## src/rtl/ir_pkg.sv

```systemverilog
// ---------------------------------------------------------------------------
// ir_pkg
// Shared definitions for the IR remote command controller: the remote's scan
// codes for the four keys we act on, the controller FSM state encoding, and a
// helper that steps the display mode with wrap-around.
// ---------------------------------------------------------------------------
package ir_pkg;

  localparam logic [7:0] CHANNEL_MINUS = 8'hA2;
  localparam logic [7:0] CHANNEL       = 8'h62;
  localparam logic [7:0] CHANNEL_PLUS  = 8'hE2;
  localparam logic [7:0] PLAY          = 8'hC2;

  typedef enum logic {
    IDLE = 1'b0,
    HELD = 1'b1
  } state_e;

  // Step a mode index up or down, wrapping over 0..modeCount-1.
  function automatic logic [3:0] nextMode(input logic [3:0] cur, input logic up,
                                          input int modeCount);
    int curI;
    int res;
    curI = int'(cur);
    if (up) res = (curI >= modeCount - 1) ? 0 : curI + 1;
    else    res = (curI == 0) ? modeCount - 1 : curI - 1;
    return 4'(res);
  endfunction

endpackage

```

## src/rtl/ir_hold_timer.sv

```systemverilog
// ---------------------------------------------------------------------------
// ir_hold_timer
// Counts clock cycles since the last restart and saturates at TIMEOUT.
//   clk     : clock, rising edge
//   rst     : synchronous active-high reset (count cleared)
//   restart : clears the count this edge
//   enable  : allows counting when high
//   expired : high while the count equals TIMEOUT
// ---------------------------------------------------------------------------
module ir_hold_timer #(
  parameter int TIMEOUT = 6000000
) (
  input  logic clk,
  input  logic rst,
  input  logic restart,
  input  logic enable,
  output logic expired
);

  localparam int W = $clog2(TIMEOUT + 1);

  logic [W-1:0] cnt_q;
  logic [W-1:0] cnt_d;

  assign expired = (cnt_q == W'(TIMEOUT));

  // Saturate instead of wrapping so a long silence never looks like a fresh key.
  always_comb begin
    cnt_d = cnt_q;
    if (restart)                 cnt_d = '0;
    else if (enable && !expired) cnt_d = cnt_q + W'(1);
  end

  always_ff @(posedge clk) begin
    if (rst) cnt_q <= '0;
    else     cnt_q <= cnt_d;
  end

endmodule

```

## src/rtl/ir_cmd_ctrl.sv

```systemverilog
// ---------------------------------------------------------------------------
// ir_cmd_ctrl
// Turns decoded IR remote frames into display-control state. A full frame
// carries a command byte; repeat frames extend a held key and, for the
// channel up/down keys, auto-step the mode after an initial delay.
//
// Ports:
//   clk, rst            : clock (rising edge), synchronous active-high reset
//   frameValid/frameData: one-cycle pulse with a 32-bit frame; command in
//                         [15:8], its complement in [7:0]
//   repeatValid         : one-cycle pulse for a repeat frame
//   mode                : display mode, wraps over 0..MODE_COUNT-1
//   showName            : toggled by CHANNEL
//   cpuClkMode          : both bits inverted by PLAY
//   held                : a key is latched (FSM in HELD)
//   cmdErr              : one-cycle pulse on a frame failing its checksum
//   lastCmd             : last accepted command byte
//
// Build option: define IR_CHECKSUM_EN to reject frames whose low byte is not
// the complement of the command byte. Without it the low byte is ignored and
// cmdErr stays 0.
// ---------------------------------------------------------------------------
module ir_cmd_ctrl
  import ir_pkg::*;
#(
  parameter int MODE_COUNT   = 14,
  parameter int REPEAT_DELAY = 3,
  parameter int REPEAT_RATE  = 2,
  parameter int HOLD_TIMEOUT = 6000000
) (
  input  logic        clk,
  input  logic        rst,
  input  logic        frameValid,
  input  logic [31:0] frameData,
  input  logic        repeatValid,
  output logic [3:0]  mode,
  output logic        showName,
  output logic [1:0]  cpuClkMode,
  output logic        held,
  output logic        cmdErr,
  output logic [7:0]  lastCmd
);

  state_e      state_q, state_d;
  logic [3:0]  mode_q, mode_d;
  logic        showName_q, showName_d;
  logic [1:0]  cpuClkMode_q, cpuClkMode_d;
  logic [7:0]  lastCmd_q, lastCmd_d;
  logic        cmdErr_q, cmdErr_d;
  logic [3:0]  repCnt_q, repCnt_d;
  logic [3:0]  rateCnt_q, rateCnt_d;

  logic        timerRestart;
  logic        timerExpired;
  logic [7:0]  cmdByte;
  logic        frameOk;
  logic [3:0]  repCntInc;
  logic        stepKey;
  logic        unusedBits;

  assign cmdByte    = frameData[15:8];
  assign unusedBits = ^{frameData[31:16], frameData[7:0]};

`ifdef IR_CHECKSUM_EN
  assign frameOk = (frameData[7:0] == ~cmdByte);
`else
  assign frameOk = 1'b1;
`endif

  assign repCntInc = (repCnt_q == 4'hF) ? repCnt_q : repCnt_q + 4'd1;
  assign stepKey   = (lastCmd_q == CHANNEL_PLUS) || (lastCmd_q == CHANNEL_MINUS);

  // The timer free-runs in both states; only restarts and saturation shape it.
  ir_hold_timer #(
    .TIMEOUT (HOLD_TIMEOUT)
  ) uHoldTimer (
    .clk     (clk),
    .rst     (rst),
    .restart (timerRestart),
    .enable  (1'b1),
    .expired (timerExpired)
  );

  // Next-state logic. A frame wins over a repeat in the same cycle; a repeat
  // arriving in the cycle the timer expires keeps the key held.
  // rateCnt counts qualifying repeats modulo REPEAT_RATE so the first
  // qualifying repeat steps and then every REPEAT_RATE-th one after it.
  always_comb begin
    state_d      = state_q;
    mode_d       = mode_q;
    showName_d   = showName_q;
    cpuClkMode_d = cpuClkMode_q;
    lastCmd_d    = lastCmd_q;
    cmdErr_d     = 1'b0;
    repCnt_d     = repCnt_q;
    rateCnt_d    = rateCnt_q;
    timerRestart = 1'b0;

    if (frameValid) begin
      if (!frameOk) begin
        cmdErr_d = 1'b1;
        state_d  = IDLE;
      end else begin
        lastCmd_d    = cmdByte;
        repCnt_d     = 4'd0;
        rateCnt_d    = 4'd0;
        timerRestart = 1'b1;
        state_d      = HELD;
        case (cmdByte)
          CHANNEL:       showName_d   = ~showName_q;
          CHANNEL_PLUS:  mode_d       = nextMode(mode_q, 1'b1, MODE_COUNT);
          CHANNEL_MINUS: mode_d       = nextMode(mode_q, 1'b0, MODE_COUNT);
          PLAY:          cpuClkMode_d = ~cpuClkMode_q;
          default:       ;
        endcase
      end
    end else if (repeatValid && (state_q == HELD)) begin
      timerRestart = 1'b1;
      repCnt_d     = repCntInc;
      if (stepKey && (int'(repCntInc) >= REPEAT_DELAY)) begin
        if (rateCnt_q == 4'd0)
          mode_d = nextMode(mode_q, lastCmd_q == CHANNEL_PLUS, MODE_COUNT);
        rateCnt_d = (int'(rateCnt_q) + 1 >= REPEAT_RATE) ? 4'd0 : rateCnt_q + 4'd1;
      end
    end else if ((state_q == HELD) && timerExpired) begin
      state_d = IDLE;
    end
  end

  always_ff @(posedge clk) begin
    if (rst) begin
      state_q      <= IDLE;
      mode_q       <= 4'd0;
      showName_q   <= 1'b0;
      cpuClkMode_q <= 2'd0;
      lastCmd_q    <= 8'd0;
      cmdErr_q     <= 1'b0;
      repCnt_q     <= 4'd0;
      rateCnt_q    <= 4'd0;
    end else begin
      state_q      <= state_d;
      mode_q       <= mode_d;
      showName_q   <= showName_d;
      cpuClkMode_q <= cpuClkMode_d;
      lastCmd_q    <= lastCmd_d;
      cmdErr_q     <= cmdErr_d;
      repCnt_q     <= repCnt_d;
      rateCnt_q    <= rateCnt_d;
    end
  end

  assign mode       = mode_q;
  assign showName   = showName_q;
  assign cpuClkMode = cpuClkMode_q;
  assign held       = (state_q == HELD);
  assign cmdErr     = cmdErr_q;
  assign lastCmd    = lastCmd_q;

endmodule

```

## config.mk

```make
export PLATFORM = sky130hd
export DESIGN_NAME = ir_cmd_ctrl
export DESIGN_NICKNAME = d
export VERILOG_FILES = /design/src/rtl/ir_pkg.sv /design/src/rtl/ir_hold_timer.sv /design/src/rtl/ir_cmd_ctrl.sv
export SDC_FILE = /design/constraint.sdc
export NUM_CORES = 1
export LEC_CHECK = 0
export CORE_MARGIN = 1.5
export CORE_UTILIZATION = 50
export DETAILED_ROUTE_END_ITERATION = 12
export HOLD_SLACK_MARGIN = 0.08
export PLACE_DENSITY_LB_ADDON = 0.25
export SLEW_MARGIN = 20
export SYNTH_ARGS = -nofsm -noshare
export SYNTH_HDL_FRONTEND = slang
export SYNTH_SLANG_ARGS = --single-unit
export TNS_END_PERCENT = 100
```

## constraint.sdc

```tcl
create_clock -name clk -period 6.5 [get_ports clk]
set_clock_uncertainty 0.2 [all_clocks]
set_input_delay 1.3 -clock clk [delete_from_list [all_inputs] [get_ports clk]]
set_output_delay 1.3 -clock clk [all_outputs]
set_load 0.05 [all_outputs]
```

### Word level (Yosys, flattened, before mapping)

Index checks and enable logic that the tools add are counted.

| word-level totals | value |
|---|---|
| register bits | 47 |
| latch bits | 0 |
| RAM bits | 0 |
| memory bits (read-only) | 0 |
| input bits | 36 |
| output and inout port bits | 17 |
| memories kept | 0 |

| operators by class | value |
|---|---|
| $add $sub $neg | 6 |
| multipliers | 0 |
| div/mod/pow operators | 0 |
| $lt $le $gt $ge | 3 |
| equal/unequal tests | 10 |
| shifts and indexed selects | 0 |
| muxes and demuxes | 15 |
| bitwise gates (word level) | 2 |
| reductions and logical operators | 17 |

Operators with widths:

| kind | number |
|---|---|
| $eq 8x8->1 const B | 5 |
| $mux 4 | 9 |
| $add 23x1->23 const B | 1 |
| $eq 23x23->1 const B | 1 |
| $add 4x1->4 const B | 3 |
| $eq 8x7->1 const B | 1 |
| $logic_not 4->1 | 2 |
| $pmux 4 s2 | 1 |
| $reduce_and 2->1 | 4 |
| $reduce_bool 2->1 | 4 |
| $add 4x1->5 const B | 1 |
| $ge 5x2->1 const B | 1 |
| $mux 1 | 5 |
| $eq 4x4->1 const B | 1 |
| $ge 4x2->1 const B | 1 |
| $ge 4x4->1 const B | 1 |
| $reduce_and 4->1 | 1 |
| $reduce_or 2->1 | 2 |
| $sub 4x1->4 const B | 1 |
| $logic_and 1x1->1 | 3 |
| $ne 3x1->1 const B | 1 |
| $ne 2x2->1 const B | 1 |
| $not 2->2 | 1 |
| $logic_or 1x1->1 | 1 |
| $not 1->1 | 1 |

### Longest topological paths before layout

Gate-level depths: netlist (run 1).

| depth | value |
|---|---|
| depth in word-level cells | 7 |
| gate-level depth with buffers | 7 |
| mapped depth without buffers | 7 |

### Modules after synthesis

Synthesis (run 1) repeated with hierarchy kept, for this count alone.

| unflattened totals | value |
|---|---|
| cells, all modules | 296 |
| area, all modules | 2570.0 µm² |

By module, submodules not included:

| module | times used | cells each | area an instance (µm²) | sequential area each (µm²) |
|---|---|---|---|---|
| ir_cmd_ctrl | 1 | 154 | 1341.3 | 480.5 |
| ir_hold_timer | 1 | 142 | 1228.7 | 460.4 |

### Least setup slack after synthesis (run 1)

Ideal clock, no wire load.

| path | value |
|---|---|
| kind | input to register |
| start | in frameValid |
| end | reg mode_q[2], in the netlist mode[2] |
| arrival time | 2.761 ns |
| setup slack | 3.422 ns |
| stages | 5 |
| cells stage by stage | or4b_1 > or4_4 > o22ai_4 > o21ai_2 > a32o_1 |

| between the ends | value |
|---|---|
| longest elaborated chain between the ends | 2 |

Ends and longest elaborated chain:

| element | RTL line | RTL |
|---|---|---|
| start, declared | ir_cmd_ctrl.sv:33 | `input logic frameValid,` |
| $ne 3x1->1 (no source line) / $reduce_bool 2->1 (equally long branches) | n/a |  |
| $reduce_and 4->1 (no source line) | n/a |  |
| end signal, assigned | ir_cmd_ctrl.sv:142 | `mode_q <= mode_d;` |
| end, declared | ir_cmd_ctrl.sv:45 | `logic [3:0] mode_q, mode_d;` |

Parallel ways exist; a longest one is shown, timed or not.
A chain may end at the register's enable or synchronous reset.

### Worst setup path in the final report (run 1)

| path | value |
|---|---|
| start | in frameValid |
| end | reg mode_q[1], in the netlist mode[1] |

The elaborated chain is that of the path after synthesis.

==> results of run 1 <==
[cells by family after synthesis]
kind of cell,count (synthesis),share of synthesized area
and+or+nand+nor,118,0.275
muxes,11,0.0470
DFF,47,0.397
AOI/OAI and AO/OA,31,0.100
other,1,0.00158
adders and majority gates,9,0.0475
buffers and inverters,22,0.0396
xor gates and xnor gates,25,0.0923
[metal layers]
layer,wire length [um],vias up,part of all wire
li1,-,968,-
met1,2350,875,0.53
met2,1920,22,0.43
met3,143,4,0.032
met4,33,0,0.0074
met5,0,-,0
[layout by cell type (no fill, tap or decap), types with 8 or more instances in the layout]
master	instances
dfxtp_1	47
nor2_1	40
clkdlybuf4s50_1	27
xnor2_1	17
nand2_1	15
inv_1	13
mux2i_1	10
nand3_1	9
nor3_1	9
a21oi_1	9
ha_1	9
xor2_1	8
[critical path: cells and delay by family]
family                 cells  cell delay [ps]
AND/OR/NAND/NOR            2             1080
buffers and inverters      1              710
AO/OA/AOI/OAI              3              610
[power breakdown]
group | total (mW) | switching [mW] | internal [mW]
Combinational | 0.0510 | 0.0311 | 0.0199
Sequential | 0.295 | 0.00352 | 0.292
Clock | 0.191 | 0.0938 | 0.0971
[flip-flops by register name, summed over array words and instances, names as in the netlist]
name,count
cpuClkMode,2
held,1
lastCmd,8
mode,4
rateCnt_q,4
repCnt_q,4
showName,1
uHoldTimer.cnt_q,23
[metrics by stage]
stage          std cells   util  worst slack (ps)  instance area (sq um)
2_1_floorplan        264      -              3420                   2370
3_3_place_gp         334  0.599              2500                   2660
3_5_place_dp         334  0.599              2510                   2660
4_1_cts              342  0.621              2840                   2760
5_1_grt              342  0.621              2690                   2760
6_report             342  0.621              2800                   2760
[path summary, 6_finish.rpt]
check	depth (start not counted)	endpoint	slack, ps	from
hold reg to reg	2	rateCnt_q[3]	240	rateCnt_q[3]
setup / recovery	6	mode[1]	2800	frameValid
setup reg to reg	6	mode[0]	4080	repCnt_q[0]
hold / removal	2	rateCnt_q[3]	240	rateCnt_q[3]
[cell type report]
class,count,area share
sequential,47,0.341
inverter,13,0.0177
multi-input combinational,195,0.484
clock buffer,8,0.0362
timing repair buffer,27,0.0979
tap,52,0.0236
==> summary.md, run 1 <==
| Metric | Value |
|---|---|
| Status | completed |
| Die height | 71.9 um |
| CP Class | primary input to flip-flop |
| Postcts setup bufs | 0 |
| Crit path launch type | primary input |
| Core Footprint | 4440 sq um |
| Max Clk Rate | 271 MHz |
| Layout Area Growth over Synthesis | 16.5% |
| Met2 Usage GRT | 0.300 |
| Die X | 71.9 um |
| Total wire length after detailed routing | 4440 um |
| Avg Inst Size Synth | 8.98 sq um |
| Final period util | 0.569 |
| Global-route wire length before repair | 7840 um |
| Endpoints failing setup | 0 |
| Crit path capture type | flip-flop |
| Max Cap Viol | 0 |
| Dpl hpwl | 3200 um |
| DRC viols | 0 |
| DIE AREA | 5160 sq um |
| Port Buffers | 27 |
| Slowest-stage cell, CP | clkdlybuf4s50_1 |
| Max VDD drop | 0.133 mV |
| Clk_lat worst skew | 300 ps |
| Root buffer cell | clkbuf_8 |
| Yosys warning count | 0 |
| Leakage | 0.999 nW |
| Top Usage Layer GRT | met2 |
| Worst-path clk slew | 80 ps |
| Ys async rst share | 0 |
| Synth unique cells | 56 |
| Crit path cell chain | clkdlybuf4s50_1 -> or4b_1 -> or4_4 -> o22ai_4 -> o21ai_1 -> o221a_2 |
| Wirelength per Cell | 13.0 um |
| Max-slew violations | 0 |
| M3 GR Usage | 0.0464 |
| Resized Gates After CTS | 0 |
| Design Power | 537 uW |
| Antenna-violating nets left | 0 |
| Crit path largest cell delay | 710 ps |
| Hold_ws | 240 ps |
| Final Hold Vio Count | 0 |
| Cell with the most instances after synthesis | dfxtp_1 |
| Max_slew headroom | 0.483 |
| PwrDens | 195 nW/um^2 |
| Worst EP required | 6500 ps |
| Final RePlAce weighted congestion | 0.774 |
| WP data arrival | 3700 ps |
| Top FF cell, synth | dfxtp_1 |
| Synthesized area | 2370 sq um |
| Area leader, netlist | dfxtp_1 |
| Post-synth EDFFs | 0 |
| Share of post-route cells with drive strength above 1 | 0.0655 |
| Vias in the first global route | 1801 |
| Top cells by count, synth | 47 x dfxtp_1, 40 x nor2_1, 17 x xnor2_1 |
| Row Count | 24 |
| Tmin final | 3700 ps |
| Critical path fanouts, max | 13 |
| Starting DRT DRC Count | 121 |
| Initial Utilization | 0.534 |
| Synth Instances | 264 |
| Multi-input gate area | 1340 sq um |
| CTS tree | yes |
| DRT Pass-1 Iters | 6 |
| Grt met1 use | 0.254 |
| Min-delay worst type | flip-flop to flip-flop |
| Synth area leaders | dfxtp_1 40%, nor2_1 6.3%, xnor2_1 6.3%, ha_1 4.7%, mux2i_1 4.2% |
| Total GRT Usage | 0.190 |
| Area share of the largest cell type after synthesis | 0.397 |
| Post-CTS Hold Buffers | 0 |
| Net count, final | 334 |
| Setup Total Neg Slack | 0 ps |
| Initial antenna violation count | 0 |
| Fill cell count | 396 |
| DR vias | 1869 |
| Pin count of the biggest net entering global routing | 24 |
| Htree depth | 2 |
| Via density | 5.46 |
| Post-synthesis sequential area ratio | 0.397 |
| Clock sink count | 47 |
| Yosys reg bits | 47 |
| Slew at the pin closest to its max-slew limit | 773 ps |
| Num CTS Buffers | 5 |
| FF+latch area | 941 sq um |
| RSZ-0062 raised after global routing | false |
| Ant diodes | 0 |
| Synthesized Nets | 309 |
| # IOs | 53 |
| Total gr overflow | 0 |
| Clock Path Buffers | 2 |
Power figures use the tool's default switching activity.
==> inputs of run 2 (changes only) <==
CORE_UTILIZATION = 45   (was 50)
clock period = 3.3 ns   (was 6.5 ns; I/O delays follow)
==> run 2 against run 1 <==
Combinational power up 100%. Wire length up 2.2%. Largest cell class unchanged. Worst hold slack better by 12 ps. Utilization down 7.7 points. Flip-flop and latch count unchanged. Count of clock-buffer cells in the layout down 2. Design area up 0.63%. First-iteration DRC count down 45%. Critical path depth unchanged. Register-to-register slack worse by 3300 ps. Sequential power up 97%. Global-route usage down 1.6 points. Highest routed layer unchanged.
==> summary.md, run 2 (synthesis results as in run 1) <==
| Metric | Value |
|---|---|
| Status | completed |
| End of the worst register-to-register path | mode[0] |
| Layout Area Growth over Synthesis | 17.2% |
| Max Clk Rate | 382 MHz |
| Most flops, register | uHoldTimer.cnt_q |
| Reg2reg setup slack | 820 ps (-3260 ps) |
| Max VDD drop | 0.243 mV (+82%) |
| DRC viols | 0 (unchanged) |
| Port Buffers | 27 (unchanged) |
| Worst path depth | 6 (unchanged) |
| Row Count | 26 (+8.3%) |
| Starting DRT DRC Count | 66 (-45%) |
| Max reg flops | 23 (unchanged) |
| Min-delay worst type | flip-flop to flip-flop |
| Crit path capture type | flip-flop |
| Share of post-route cells with drive strength above 1 | 0.0687 (+0.00321) |
| Vias in the first global route | 1695 (-5.9%) |
| Htree depth | 2 (unchanged) |
| Die height | 75.6 um (+5.2%) |
| CP Class | primary input to flip-flop |
| Global-route wire length before repair | 7620 um (-2.7%) |
| Root buffer cell | clkbuf_8 |
| DRT Pass-1 Iters | 4 (-2) |
| Initial antenna violation count | 0 (unchanged) |
| Net count, final | 337 (+0.90%) |
| CP delay by family, top | simple AND/OR/NAND/NOR gates |
| Final Hold Vio Count | 0 (unchanged) |
| Reg2Reg Depth | 6 (unchanged) |
| WP data arrival | 2620 ps (-1080 ps) |
| Fill cell count | 487 (+23%) |
| Tmin final | 2620 ps |
| CTS tree | yes |
| Core Footprint | 5110 sq um (+15%) |
| FF-to-FF Start | repCnt_q[0] |
| Dpl hpwl | 3250 um (+1.7%) |
| Clock sink count | 47 (unchanged) |
| DR vias | 1876 (+0.37%) |
| Total wire length after detailed routing | 4530 um (+2.2%) |
| Endpoints failing setup | 0 (unchanged) |
| Wirelength per Cell | 12.6 um (-3.2%) |
| Max_slew headroom | 0.476 (-0.00764) |
| Most frequent cells in the layout | 47 x dfxtp_1, 40 x nor2_1, 27 x clkdlybuf4s50_1, 17 x xnor2_1, 15 x nand2_1 |
| Antenna-violating nets left | 0 (unchanged) |
| Clock Path Buffers | 2 (unchanged) |
| Final RePlAce weighted congestion | 0.817 (+5.6%) |
| Via density | 5.20 (-4.9%) |
| Initial Utilization | 0.464 (-0.0693) |
| Leakage | 0.999 nW (about the same) |
| Total GRT Usage | 0.175 (-0.0158) |
| Finished Layout Cells | 361 (+5.6%) |
| RSZ-0062 raised after global routing | false |
| Ant diodes | 0 (unchanged) |
| Pin count of the biggest net entering global routing | 24 (unchanged) |
| Critical path fanouts, max | 8 (-5) |
| Commonest non-fill, non-tap cell in the layout | dfxtp_1 |
| # IOs | 53 (unchanged) |
| Slowest-stage cell, CP | or4b_1 |
| Final period util | 0.793 |
| Setup Total Neg Slack | 0 ps (unchanged) |
| Design Power | 1.01 mW (+88%) |
| Crit path cell chain | clkdlybuf4s50_1 -> or4b_1 -> or4_4 -> o22ai_4 -> o21ai_2 -> a32o_1 |
| Crit path from | frameValid |
| Num CTS Buffers | 5 (unchanged) |
| Total gr overflow | 0 (unchanged) |
| Slew at the pin closest to its max-slew limit | 784 ps (+11.4 ps) |
| Buf/Inv on CP | 1 (unchanged) |
| Crit path largest cell delay | 500 ps (-210 ps) |
| DIE AREA | 5710 sq um (+11%) |
| Max-slew violations | 0 (unchanged) |
| Placed cell count | 355 (+6.3%) |
| Worst-path clk slew | 80 ps (about the same) |
| Worst EP required | 3300 ps (-3200 ps) |
| Postcts setup bufs | 0 (unchanged) |
| Die X | 75.6 um (+5.2%) |
| Resized Gates After CTS | 0 (unchanged) |
| Max Cap Viol | 0 (unchanged) |
| Post-CTS Hold Buffers | 0 (unchanged) |
| Clk_lat worst skew | 300 ps (about the same) |
| Crit path capture | mode[2] |
| Crit path launch type | primary input |
| PwrDens | 363 nW/um^2 (+87%) |
run 2: changes by cell type in the layout (fill, tap and decap cells not counted), sizes merged:
| cell | change |
|---|---|
| clkbuf | -2 |
| buf | +3 |
run 2: worst min-delay path, delay by kind of cell, from the launching register on:
family                 cells  cell delay, ps
flip-flops                 1             330
buffers and inverters      1              50
AND/OR/NAND/NOR            1              40
run 2: layout make-up:
type	count	area (sq um)	area share
timing repair buffer	30	293	0.105
multi-input combinational	195	1340	0.481
clock buffer	6	72.6	0.0261
sequential	47	941	0.339
tap	70	87.6	0.0315
inverter	13	48.8	0.0176
run 2: through the flow:
step | util | instance area [sq um] | hold slack (ps) | worst slack, ps
5_1_grt | 0.544 | 2780 | 297 | 589
4_1_cts | 0.544 | 2780 | 257 | 660
6_report | 0.544 | 2780 | 252 | 683
3_3_place_gp | 0.530 | 2710 | 237 | 331
2_1_floorplan | - | 2370 | 213 | 862
3_5_place_dp | 0.530 | 2710 | 245 | 342
run 2: worst min path at each step:
stage / cells after the start / slack [ps] / endpoint / start
5_1_grt: 2 / 300 / rateCnt_q[3] / rateCnt_q[3]
3_3_place_gp: 2 / 240 / rateCnt_q[3] / rateCnt_q[3]
4_1_cts: 2 / 260 / rateCnt_q[3] / rateCnt_q[3]
3_5_place_dp: 2 / 250 / rateCnt_q[3] / rateCnt_q[3]
6_report: 2 / 250 / rateCnt_q[3] / rateCnt_q[3]
2_1_floorplan: 2 / 210 / rateCnt_q[3] / rateCnt_q[3]
run 2: per-layer routing:
layer,global-route usage,vias up,part of all wire
li1,-,979,-
met1,0.240,862,0.51
met2,0.267,25,0.43
met3,0.0397,10,0.035
met4,0.0675,0,0.019
met5,0,-,0
run 2: power breakdown:
group | internal, mW | total [mW] | switching [mW]
clock | 0.142 | 0.324 | 0.183
sequential | 0.575 | 0.582 | 0.00734
combinational | 0.0415 | 0.103 | 0.0615
